**src/rtl/muldiv_pkg.sv**
```systemverilog
`default_nettype none
// ============================================================================
//  Module   : muldiv_pkg
//  Purpose  : Shared definitions for the iterative multiply/divide unit:
//             operation encodings, FSM state type and counter sizing.
//  Ports    : none (package)
//  Revision : 1.0 - initial release
// ============================================================================
package muldiv_pkg;

    // Operation encodings as presented on the op bus by the control unit.
    localparam logic [1:0] OP_MULT  = 2'b00;
    localparam logic [1:0] OP_MULTU = 2'b01;
    localparam logic [1:0] OP_DIV   = 2'b10;
    localparam logic [1:0] OP_DIVU  = 2'b11;

    typedef enum logic [1:0] {
        ST_IDLE = 2'd0,
        ST_RUN  = 2'd1,
        ST_FIX  = 2'd2,
        ST_DONE = 2'd3
    } state_e;

    // Iteration counter width for the default 32-bit datapath.
    localparam int DEFAULT_WIDTH = 32;
    localparam int CNT_W         = $clog2(DEFAULT_WIDTH);

    // Counter width for an arbitrary operand width (counts 0..width-1).
    function automatic int cntWidth(input int width);
        return (width <= 2) ? 1 : $clog2(width);
    endfunction

    // MULT and DIV are the signed flavours; bit 0 clear marks them.
    function automatic logic isSignedOp(input logic [1:0] op);
        return ~op[0];
    endfunction

endpackage
`default_nettype wire

```
**src/rtl/muldiv_unit_if.sv**
```systemverilog
`default_nettype none
// ============================================================================
//  Module   : muldiv_unit_if
//  Purpose  : Launch/complete handshake and result bus between the control
//             unit (master) and the multiply/divide unit (slave).
//  Signals  : start, op, a, b      master -> slave
//             busy, done, div0     slave  -> master
//             hi, lo               slave  -> master (HI/LO registers)
//  Revision : 1.0 - initial release
// ============================================================================
interface muldiv_unit_if
    import muldiv_pkg::*;
#(
    parameter int WIDTH = DEFAULT_WIDTH
);
    logic             start;
    logic [1:0]       op;
    logic [WIDTH-1:0] a;
    logic [WIDTH-1:0] b;
    logic             busy;
    logic             done;
    logic             div0;
    logic [WIDTH-1:0] hi;
    logic [WIDTH-1:0] lo;

    modport master (
        output start, op, a, b,
        input  busy, done, div0, hi, lo
    );

    modport slave (
        input  start, op, a, b,
        output busy, done, div0, hi, lo
    );
endinterface
`default_nettype wire

```
**src/rtl/muldiv_sign_fix.sv**
```systemverilog
`default_nettype none
// ============================================================================
//  Module   : muldiv_sign_fix
//  Purpose  : Conditional two's-complement negation. Used both to take
//             operand magnitudes at launch and to restore result signs.
//  Ports    : i_neg    1      negate when high
//             i_value  WIDTH  input value
//             o_value  WIDTH  i_value or -i_value
//  Revision : 1.0 - initial release
// ============================================================================
module muldiv_sign_fix
    import muldiv_pkg::*;
#(
    parameter int WIDTH = DEFAULT_WIDTH
) (
    input  logic             i_neg,
    input  logic [WIDTH-1:0] i_value,
    output logic [WIDTH-1:0] o_value
);
    assign o_value = i_neg ? -i_value : i_value;
endmodule
`default_nettype wire

```
**src/rtl/muldiv_unit.sv**
```systemverilog
`default_nettype none
// ============================================================================
//  Module   : muldiv_unit
//  Purpose  : Iterative MULT/MULTU/DIV/DIVU on one shared datapath.
//             Magnitudes are processed unsigned (shift-add multiply,
//             restoring divide, one bit per cycle), then signs are fixed up.
//  Ports    : clk    rising-edge clock
//             rst_n  asynchronous active-low reset
//             bus    muldiv_unit_if slave: start/op/a/b in,
//                    busy/done/div0/hi/lo out
//  Revision : 1.0 - initial release
// ============================================================================
module muldiv_unit
    import muldiv_pkg::*;
#(
    parameter int WIDTH     = DEFAULT_WIDTH,
    parameter bit SIGNED_EN = 1'b1
) (
    input  logic         clk,
    input  logic         rst_n,
    muldiv_unit_if.slave bus
);
    localparam int                 C_CNT_W = cntWidth(WIDTH);
    localparam logic [C_CNT_W-1:0] C_LAST  = C_CNT_W'(WIDTH - 1);

    state_e               r_state;
    state_e               w_nextState;
    logic [C_CNT_W-1:0]   r_cnt;
    logic                 r_isDiv;
    logic                 r_signA;
    logic                 r_signB;
    logic                 r_div0;
    logic                 r_div0Pend;
    logic [WIDTH-1:0]     r_opnd;   // multiplicand (mul) or divisor (div) magnitude
    logic [2*WIDTH-1:0]   r_acc;    // mul: {partial product, multiplier}; div: low half dividend -> quotient
    logic [WIDTH-1:0]     r_rem;    // partial remainder, always < divisor
    logic [WIDTH-1:0]     r_hi;
    logic [WIDTH-1:0]     r_lo;

    // ------------------------------------------------------------------
    // Launch decode
    // ------------------------------------------------------------------
    logic             w_signedOp;
    logic             w_signA;
    logic             w_signB;
    logic             w_opDiv;
    logic             w_byZero;
    logic             w_launch;
    logic [WIDTH-1:0] w_absA;
    logic [WIDTH-1:0] w_absB;

    assign w_signedOp = SIGNED_EN && isSignedOp(bus.op);
    assign w_signA    = w_signedOp & bus.a[WIDTH-1];
    assign w_signB    = w_signedOp & bus.b[WIDTH-1];
    assign w_opDiv    = bus.op[1];
    assign w_byZero   = w_opDiv && (bus.b == '0);
    // A divide-by-zero waits one idle cycle before DONE; starts are ignored then.
    assign w_launch   = bus.start && !r_div0Pend &&
                        ((r_state == ST_IDLE) || (r_state == ST_DONE));

    muldiv_sign_fix #(.WIDTH(WIDTH)) u_absA (
        .i_neg   (w_signA),
        .i_value (bus.a),
        .o_value (w_absA)
    );

    muldiv_sign_fix #(.WIDTH(WIDTH)) u_absB (
        .i_neg   (w_signB),
        .i_value (bus.b),
        .o_value (w_absB)
    );

    // ------------------------------------------------------------------
    // Iteration step
    // ------------------------------------------------------------------
    logic [WIDTH:0]     w_mulSum;
    logic [2*WIDTH-1:0] w_mulNext;
    logic [WIDTH:0]     w_divShift;
    logic [WIDTH:0]     w_divDiff;
    logic               w_divFits;

    // Add multiplicand into the upper half when the current multiplier bit
    // is set, then shift the whole accumulator right (carry enters the top).
    assign w_mulSum   = {1'b0, r_acc[2*WIDTH-1:WIDTH]} +
                        (r_acc[0] ? {1'b0, r_opnd} : {(WIDTH+1){1'b0}});
    assign w_mulNext  = {w_mulSum, r_acc[WIDTH-1:1]};

    // Restoring division: bring in the next dividend bit, trial-subtract.
    assign w_divShift = {r_rem, r_acc[WIDTH-1]};
    assign w_divDiff  = w_divShift - {1'b0, r_opnd};
    assign w_divFits  = ~w_divDiff[WIDTH];

    // ------------------------------------------------------------------
    // Sign restoration
    // ------------------------------------------------------------------
    logic [2*WIDTH-1:0] w_prodFixed;
    logic [WIDTH-1:0]   w_quoFixed;
    logic [WIDTH-1:0]   w_remFixed;

    muldiv_sign_fix #(.WIDTH(2*WIDTH)) u_fixProd (
        .i_neg   (r_signA ^ r_signB),
        .i_value (r_acc),
        .o_value (w_prodFixed)
    );

    muldiv_sign_fix #(.WIDTH(WIDTH)) u_fixQuo (
        .i_neg   (r_signA ^ r_signB),
        .i_value (r_acc[WIDTH-1:0]),
        .o_value (w_quoFixed)
    );

    // Remainder follows the dividend's sign.
    muldiv_sign_fix #(.WIDTH(WIDTH)) u_fixRem (
        .i_neg   (r_signA),
        .i_value (r_rem),
        .o_value (w_remFixed)
    );

    // ------------------------------------------------------------------
    // FSM: state register
    // ------------------------------------------------------------------
    always_ff @(posedge clk or negedge rst_n) begin
        if (!rst_n) begin
            r_state <= ST_IDLE;
        end else begin
            r_state <= w_nextState;
        end
    end

    // ------------------------------------------------------------------
    // FSM: next state
    // ------------------------------------------------------------------
    always_comb begin
        w_nextState = r_state;
        case (r_state)
            ST_IDLE: begin
                if (r_div0Pend) begin
                    w_nextState = ST_DONE;
                end else if (bus.start && !w_byZero) begin
                    w_nextState = ST_RUN;
                end
            end
            ST_RUN: begin
                if (r_cnt == C_LAST) begin
                    w_nextState = ST_FIX;
                end
            end
            ST_FIX: begin
                w_nextState = ST_DONE;
            end
            ST_DONE: begin
                if (bus.start && !w_byZero) begin
                    w_nextState = ST_RUN;
                end else begin
                    w_nextState = ST_IDLE;
                end
            end
            default: begin
                w_nextState = ST_IDLE;
            end
        endcase
    end

    // ------------------------------------------------------------------
    // FSM: outputs
    // ------------------------------------------------------------------
    always_comb begin
        bus.busy = (r_state == ST_RUN) || (r_state == ST_FIX);
        bus.done = (r_state == ST_DONE);
        bus.div0 = (r_state == ST_DONE) && r_div0;
        bus.hi   = r_hi;
        bus.lo   = r_lo;
    end

    // ------------------------------------------------------------------
    // Datapath registers
    // ------------------------------------------------------------------
    always_ff @(posedge clk or negedge rst_n) begin
        if (!rst_n) begin
            r_cnt      <= '0;
            r_isDiv    <= 1'b0;
            r_signA    <= 1'b0;
            r_signB    <= 1'b0;
            r_div0     <= 1'b0;
            r_div0Pend <= 1'b0;
            r_opnd     <= '0;
            r_acc      <= '0;
            r_rem      <= '0;
            r_hi       <= '0;
            r_lo       <= '0;
        end else begin
            r_div0Pend <= w_launch && w_byZero;
            if (w_launch) begin
                r_cnt   <= '0;
                r_isDiv <= w_opDiv;
                r_signA <= w_signA;
                r_signB <= w_signB;
                r_div0  <= w_byZero;
                r_rem   <= '0;
                if (w_opDiv) begin
                    r_acc  <= {{WIDTH{1'b0}}, w_absA};
                    r_opnd <= w_absB;
                end else begin
                    r_acc  <= {{WIDTH{1'b0}}, w_absB};
                    r_opnd <= w_absA;
                end
            end else if (r_state == ST_RUN) begin
                r_cnt <= r_cnt + C_CNT_W'(1);
                if (r_isDiv) begin
                    r_rem            <= w_divFits ? w_divDiff[WIDTH-1:0] : w_divShift[WIDTH-1:0];
                    r_acc[WIDTH-1:0] <= {r_acc[WIDTH-2:0], w_divFits};
                end else begin
                    r_acc <= w_mulNext;
                end
            end else if (r_state == ST_FIX) begin
                if (r_isDiv) begin
                    r_hi <= w_remFixed;
                    r_lo <= w_quoFixed;
                end else begin
                    r_hi <= w_prodFixed[2*WIDTH-1:WIDTH];
                    r_lo <= w_prodFixed[WIDTH-1:0];
                end
            end
        end
    end

endmodule
`default_nettype wire

```
**src/flat_wrapper.sv**
```systemverilog
// flat-port wrapper written by rule: the top's interface ports become plain ports
module muldiv_unit_flat import muldiv_pkg::*;
#(
    parameter int WIDTH     = DEFAULT_WIDTH,
    parameter bit SIGNED_EN = 1'b1
)
  (clk, rst_n, bus_start, bus_op, bus_a, bus_b, bus_busy, bus_done, bus_div0, bus_hi, bus_lo);
  muldiv_unit_if #(.WIDTH(WIDTH)) bus_i ();
  input  logic clk;
  input  logic rst_n;
  input wire logic [$bits(bus_i.start)-1:0] bus_start;
  input wire logic [$bits(bus_i.op)-1:0] bus_op;
  input wire logic [$bits(bus_i.a)-1:0] bus_a;
  input wire logic [$bits(bus_i.b)-1:0] bus_b;
  output wire logic [$bits(bus_i.busy)-1:0] bus_busy;
  output wire logic [$bits(bus_i.done)-1:0] bus_done;
  output wire logic [$bits(bus_i.div0)-1:0] bus_div0;
  output wire logic [$bits(bus_i.hi)-1:0] bus_hi;
  output wire logic [$bits(bus_i.lo)-1:0] bus_lo;
  assign bus_i.start = bus_start;
  assign bus_i.op = bus_op;
  assign bus_i.a = bus_a;
  assign bus_i.b = bus_b;
  assign bus_busy = bus_i.busy;
  assign bus_done = bus_i.done;
  assign bus_div0 = bus_i.div0;
  assign bus_hi = bus_i.hi;
  assign bus_lo = bus_i.lo;
  muldiv_unit #(.WIDTH(WIDTH), .SIGNED_EN(SIGNED_EN)) u_core (.clk(clk), .rst_n(rst_n), .bus(bus_i));
endmodule
```
**config.mk**
```make
export PLATFORM = sky130hd
export DESIGN_NAME = muldiv_unit_flat
export DESIGN_NICKNAME = d
export VERILOG_FILES = /design/src/rtl/muldiv_pkg.sv /design/src/rtl/muldiv_unit_if.sv /design/src/rtl/muldiv_sign_fix.sv /design/src/rtl/muldiv_unit.sv /design/src/flat_wrapper.sv
export SDC_FILE = /design/constraint.sdc
export NUM_CORES = 1
export LEC_CHECK = 0
export BUFFER_PORTS_ARGS = -buffer_cell sky130_fd_sc_hd__buf_4
export CAP_MARGIN = 20
export CORE_MARGIN = 2
export CORE_UTILIZATION = 47
export DETAILED_ROUTE_END_ITERATION = 10
export PLACE_DENSITY = 0.69
export SKIP_CTS_REPAIR_TIMING = 1
export SYNTH_ARGS = -nofsm -noshare
export SYNTH_HDL_FRONTEND = slang
export SYNTH_SLANG_ARGS = --single-unit
```
**constraint.sdc**
```tcl
create_clock -name clk -period 3.7 [get_ports clk]
set_input_delay 0.925 -clock clk [delete_from_list [all_inputs] [get_ports clk]]
set_output_delay 0.925 -clock clk [all_outputs]
set_load 0.1 [all_outputs]
```
# Word level (Yosys, flattened, before mapping)
# Index checks and enable logic that the tools add are counted.
# Widths: inputs -> output; s select.
# totals
regBits	204
inputBits	69
wordCells	78
# classes
add_sub_neg	8
n_eq_ne	7
muxes	25
bitwise_logic	7
reduce_logical	18
# op_table
operator	count
$mux 32	15
$mux 64	3
$neg 32->32	4
$neg 64->64	1
$add 32x33->33	1
$sub 33x32->33	1
$logic_not 32->1	1
$mux 5	2
$pmux 2 s4	1
$logic_and 1x1->1	6
$mux 2	3
$reduce_and 2->1	3
$add 5x1->5 const B	1
$eq 5x5->1 const B	1
$eq 2x2->1 const B	2
$not 1->1	4
$reduce_bool 2->1	2
$ne 3x2->1 const B	1
$reduce_and 3->1	1
$and 1x1->1	2
$eq 2x1->1 const B	1
$logic_not 1->1	2
$logic_not 2->1	1
$logic_or 1x1->1	2
4 further kinds	4

# Logic depth before layout (Yosys ltp)
# logic_depth
depth_word	7
ltp_mapped	15
ltp_nobuf	13

# Modules after synthesis
# From an unflattened synthesis, not the netlist that was laid out.
# hier_totals
hier_cells	2149
area_unflattened_um2	17907.2
# by_module_without_submodules
module	n_inst	cells_per_inst	area_per_inst_um2
muldiv_unit	1	1519	13385.3
muldiv_sign_fix (u_core.u_absA ...)	4	108	767.0
muldiv_sign_fix (u_core.u_fixProd)	1	198	1453.9

# Worst setup path before layout
# Ideal clock, no wire load.
# synth_timing
path_kind	reg2reg
startpoint	register u_core.r_acc[31]
endpoint	register u_core.r_rem[10]
arrival_time_ns	3.073
t_required_ns	3.567
path_slack_ns	0.493
stages_incl_launch_ff	16
n_path_buf	2
synth_period_minus_slack_ns	3.207
path_cell_list	dfrtp_1 -> inv_1 -> ha_1 -> fa_1 -> nor2b_1 -> o31ai_1 -> a31oi_1 -> a31o_2 -> a31oi_1 -> o21ai_0 -> a21oi_1 -> xnor2_1 -> buf_2 -> buf_2 -> mux2i_1 -> o21ai_0
# synth_between
elab_chain_cells	5
# synth_rtl
element	line_no	text
start, declared	muldiv_unit.sv:35	logic [2*WIDTH-1:0] r_acc;
start signal, assigned	muldiv_unit.sv:201	r_acc <= {{WIDTH{1'b0}}, w_absA};
start signal, assigned	muldiv_unit.sv:204	r_acc <= {{WIDTH{1'b0}}, w_absB};
start signal, assigned by index	muldiv_unit.sv:211	r_acc[WIDTH-1:0] <= {r_acc[WIDTH-2:0], w_divFits};
$sub 33x32->33	muldiv_unit.sv:90	assign w_divDiff = w_divShift - {1'b0, r_opnd};
$mux 32	muldiv_unit.sv:210	r_rem <= w_divFits ? w_divDiff[WIDTH-1:0] : w_divShift[WIDTH-1:0];
$mux 32	muldiv_unit.sv:209	if (r_isDiv) begin
$mux 32	muldiv_unit.sv:207	end else if (r_state == ST_RUN) begin
$mux 32	muldiv_unit.sv:193	if (w_launch) begin
end signal, assigned	muldiv_unit.sv:210	
end, declared	muldiv_unit.sv:36	logic [WIDTH-1:0] r_rem;
# Every way passes these cells. The select of a mux whose other input is x is not followed.
# A chain may end at the register's enable or synchronous reset.

# Final worst setup path
# layout_timing
startpoint	register u_core.r_opnd[0]
endpoint	register u_core.r_acc[63]
# layout_between
elab_chain_cells	5
# layout_rtl
element	line_no	text
start, declared	muldiv_unit.sv:34	logic [WIDTH-1:0] r_opnd;
start signal, assigned	muldiv_unit.sv:202	r_opnd <= w_absB;
start signal, assigned	muldiv_unit.sv:205	r_opnd <= w_absA;
$mux 32	muldiv_unit.sv:85	(r_acc[0] ? {1'b0, r_opnd} : {(WIDTH+1){1'b0}});
$add 32x33->33	muldiv_unit.sv:84	assign w_mulSum = {1'b0, r_acc[2*WIDTH-1:WIDTH]} +
$mux 32	muldiv_unit.sv:209	
$mux 64	muldiv_unit.sv:207	
$mux 64	muldiv_unit.sv:193	
end signal, assigned	muldiv_unit.sv:201	
end signal, assigned by index	muldiv_unit.sv:211	
end signal, assigned	muldiv_unit.sv:213	r_acc <= w_mulNext;
# Every way passes these cells. The select of a mux whose other input is x is not followed.

==> flow_metrics.py <==
metrics = {
    "detailed_routing": {
        "viasPerCell": 5.99,
        "wl_per_cell_microns": 19.9,
        "ant_nets": 0,
        "routed_wirelength_mm": 51.2,
        "first_pass_iters": 5,
        "drc_errors": 0,
        "initialDrtViolationCount": 1329,
        "vias": 15400,
    },
    "synthesis": {
        "synthesis.area_sq_mm": 0.0162,
        "synthDistinctLibCells": 83,
        "primary_flip_flop_cell_chosen_by_synthesis_mapping": "sky130_fd_sc_hd__dfrtp_1",
        "synth_seq_cells": 204,
        "synth_nets": 2137,
        "ys_seq_area_frac": 0.316,
        "edff_count_synth": 0,
        "yosys_warnings": 0,
        "synth_async_sr_flop_share": 1.00,
        "synthesis.instances": 1991,
        "synth_area_per_cell_sq_um": 8.12,
    },
    "layout": {
        "fill_cells": 3158,
        "fin_nets": 2252,
        "layout-drive-gt1-share": 0.146,
        "area_taken_by_flip_flops_and_latches_sq_mm": 0.00511,
        "multi_input_comb_area_sq_mm": 0.0103,
        "antenna_cells": 0,
        "syn_to_final_growth_pct": 16.6,
    },
    "global_route": {
        "antenna_found_initial": 0,
        "grt_pass1_wl_mm": 79.8,
        "grt_usage": 0.281,
        "grt_max_degree": 85,
        "first_global_vias": 14200,
        "gr-total-overflow": 0,
    },
    "clock_tree": {
        "clock_insertion_delay_worst_skew_ps": 540,
        "cts_root_buf": "sky130_fd_sc_hd__clkbuf_16",
        "cts.htree.levels": 1,
        "cts_max_path_buffers": 3,
        "cts_inserted_buffers": 24,
        "clkSinkCount": 204,
        "cts.clk_slew.worst_paths_ps": 70,
        "tritoncts": "built",
    },
    "place": {
        "finalWeightedCongestion": 0.934,
        "port_buffers": 135,
        "placement.setup.worst_slack_ps": 134,
        "detailed_place_hpwl_mm": 39.4,
    },
    "timing": {
        "setup_viol": 0,
        "finalClockSkew_ps": 13.5,
        "fin_crit_sh": 0.945,
        "slew-limit-headroom": 0.356,
        "post_route_setup_tns_ps": 0,
        "fmax_ghz": 0.286,
        "max_slew_violations": 0,
        "worst_slew_pin_slew_ps": 966,
        "finalCriticalPeriod_ps": 3500,
        "rsz0062_at_grt": "no",
        "final-hold-violation-count": 0,
        "setup_ws_ps": 204,
    },
    "critical_path": {
        "critical_path.cell_chain": "and2_1 -> ha_1 -> fa_1 -> a211oi_1 -> o21a_1 -> o2111ai_1 -> a21bo_2 -> a2bb2oi_1 -> a21oi_1 -> nand2_1 -> a221o_1 -> a22o_1",
        "critPathBufInv": 0,
        "register_to_register_path_setup_slack_ps": 200,
        "crit_type": "reg -> reg",
        "endpoint_kind": "register",
        "worst-endpoint-arrival_ps": 3930,
        "worstPathRequired_ps": 4130,
        "critical_path.top_delay_family": "compound AO/OA/AOI/OAI gates",
        "worst_path_largest_cell_delay_ps": 430,
        "crit_path_max_fanout": 3,
        "worst_path_max_delay_cell": "sky130_fd_sc_hd__fa_1",
        "timing.critical_path.from_type": "register",
    },
    "floorplan": {
        "design.die.area_sq_mm": 0.0359,
        "ios": 136,
        "floorplan.die.height_microns": 189,
        "initial_core_util": 0.480,
        "die_w_microns": 189,
        "num_rows": 67,
        "core-area_sq_mm": 0.0337,
    },
    "power": {
        "post-layout-total-power_uw": 17900,
        "leakage_power_figure_uw": 0.00846,
        "power_density_mw_per_mm2": 948,
        "max_rail_drop_vdd_uv": 773,
    },
    "job": {
        "timing.max_cap.violations": 0,
    },
    "outcome": {
        "status": "finished, final reports clean",
    },
    "min_path": {
        "hold_class": "in -> async",
    },
}
through the flow:
| stage | utilization | instance area, sq um | hold WS, ps | std cells |
|---|---|---|---|---|
| 3_5_place_dp | 0.532 | 17900 | 470 | 2528 |
| 3_3_place_gp | 0.532 | 17900 | 463 | 2528 |
| 4_1_cts | 0.559 | 18800 | 470 | 2571 |
| 6_report | 0.559 | 18800 | 441 | 2571 |
| 5_1_grt | 0.559 | 18800 | 499 | 2571 |
| 2_1_floorplan | - | 16200 | 442 | 1991 |
cell type report:
cell class	count	share of cell area
repair buffers	210	0.0867
inverters	87	0.0173
clock buffers	29	0.0339
clock inverters	14	0.0130
multi-input cells	1579	0.548
flip-flops and latches	204	0.271
well taps	448	0.0297
metal layers:
layer | routed length (microns) | global-route usage | share of wire
met5 | 0 | 0 | 0
met4 | 1430 | 0.0847 | 0.028
met2 | 21600 | 0.413 | 0.42
met3 | 3970 | 0.0330 | 0.078
met1 | 24200 | 0.430 | 0.47
sequential cells by signal, summed over array words and instances, names as in the netlist:
signal             cells
u_core.bus.hi         32
u_core.bus.lo         32
u_core.r_acc          64
u_core.r_cnt           5
u_core.r_div0          1
u_core.r_div0Pend      1
u_core.r_isDiv         1
u_core.r_opnd         32
u_core.r_rem          32
u_core.r_signA         1
u_core.r_signB         1
u_core.r_state         2
synthesized netlist by cell type, types with 19 or more instances:
cell | count | area share
sky130_fd_sc_hd__mux2i_1 | 57 | 0.035
sky130_fd_sc_hd__nor2_1 | 200 | 0.046
sky130_fd_sc_hd__nand2b_1 | 19 | 0.0074
sky130_fd_sc_hd__o31ai_1 | 27 | 0.013
sky130_fd_sc_hd__clkbuf_1 | 98 | 0.023
sky130_fd_sc_hd__nand3_1 | 20 | 0.0062
sky130_fd_sc_hd__a22o_1 | 30 | 0.016
sky130_fd_sc_hd__a21o_1 | 27 | 0.013
sky130_fd_sc_hd__inv_1 | 87 | 0.020
sky130_fd_sc_hd__o211ai_1 | 66 | 0.031
sky130_fd_sc_hd__ha_1 | 75 | 0.058
sky130_fd_sc_hd__nand2_1 | 202 | 0.047
sky130_fd_sc_hd__xor2_1 | 71 | 0.038
sky130_fd_sc_hd__o21ai_0 | 189 | 0.059
sky130_fd_sc_hd__dfrtp_1 | 204 | 0.32
sky130_fd_sc_hd__a21oi_1 | 169 | 0.052
sky130_fd_sc_hd__xnor2_1 | 128 | 0.069
sky130_fd_sc_hd__nor3_1 | 26 | 0.0081
worst paths after layout:
kind                       depth (start not counted)         startpoint           endpoint
min                                                1              rst_n   u_core.bus.hi[7]
min reg2reg                                        2  u_core.r_opnd[23]  u_core.r_opnd[23]
max reg2reg                                       12   u_core.r_opnd[0]   u_core.r_acc[63]
max in group asynchronous                          2              rst_n    u_core.r_cnt[1]
min in group clk                                   2  u_core.r_opnd[23]  u_core.r_opnd[23]
max                                               12   u_core.r_opnd[0]   u_core.r_acc[63]
kinds of logic after synthesis:
family / after synthesis / synth area share
xor+xnor: 199 / 0.108
buf+inv: 208 / 0.0497
flops: 204 / 0.316
simple gates: 602 / 0.175
compound gates: 630 / 0.246
fa+ha+maj: 77 / 0.0605
mux: 71 / 0.0451
cells in the final DEF (no fill, tap or decap), drive strengths merged, types with 27 or more instances in the layout:
| cell | netlist | routed |
|---|---|---|
| buf | 23 | 209 |
| dfrtp | 204 | 204 |
| nand2 | 202 | 202 |
| nor2 | 201 | 201 |
| o21ai | 197 | 197 |
| a21oi | 169 | 169 |
| xnor2 | 128 | 128 |
| inv | 87 | 87 |
| ha | 75 | 75 |
| xor2 | 71 | 71 |
| o211ai | 66 | 66 |
| mux2i | 57 | 57 |
| a22o | 30 | 30 |
| nor3 | 30 | 30 |
| o31ai | 30 | 30 |
| clkbuf | 98 | 30 |
| a21o | 27 | 27 |
power by group:
| group | switching, uW | total (uW) | internal [uW] |
|---|---|---|---|
| registers | 981 | 4090 | 3110 |
| logic | 7550 | 11100 | 3530 |
| clock network | 1040 | 2690 | 1660 |
| total | 9570 | 17900 | 8290 |
No activity file was read; power rests on OpenSTA's default activity.
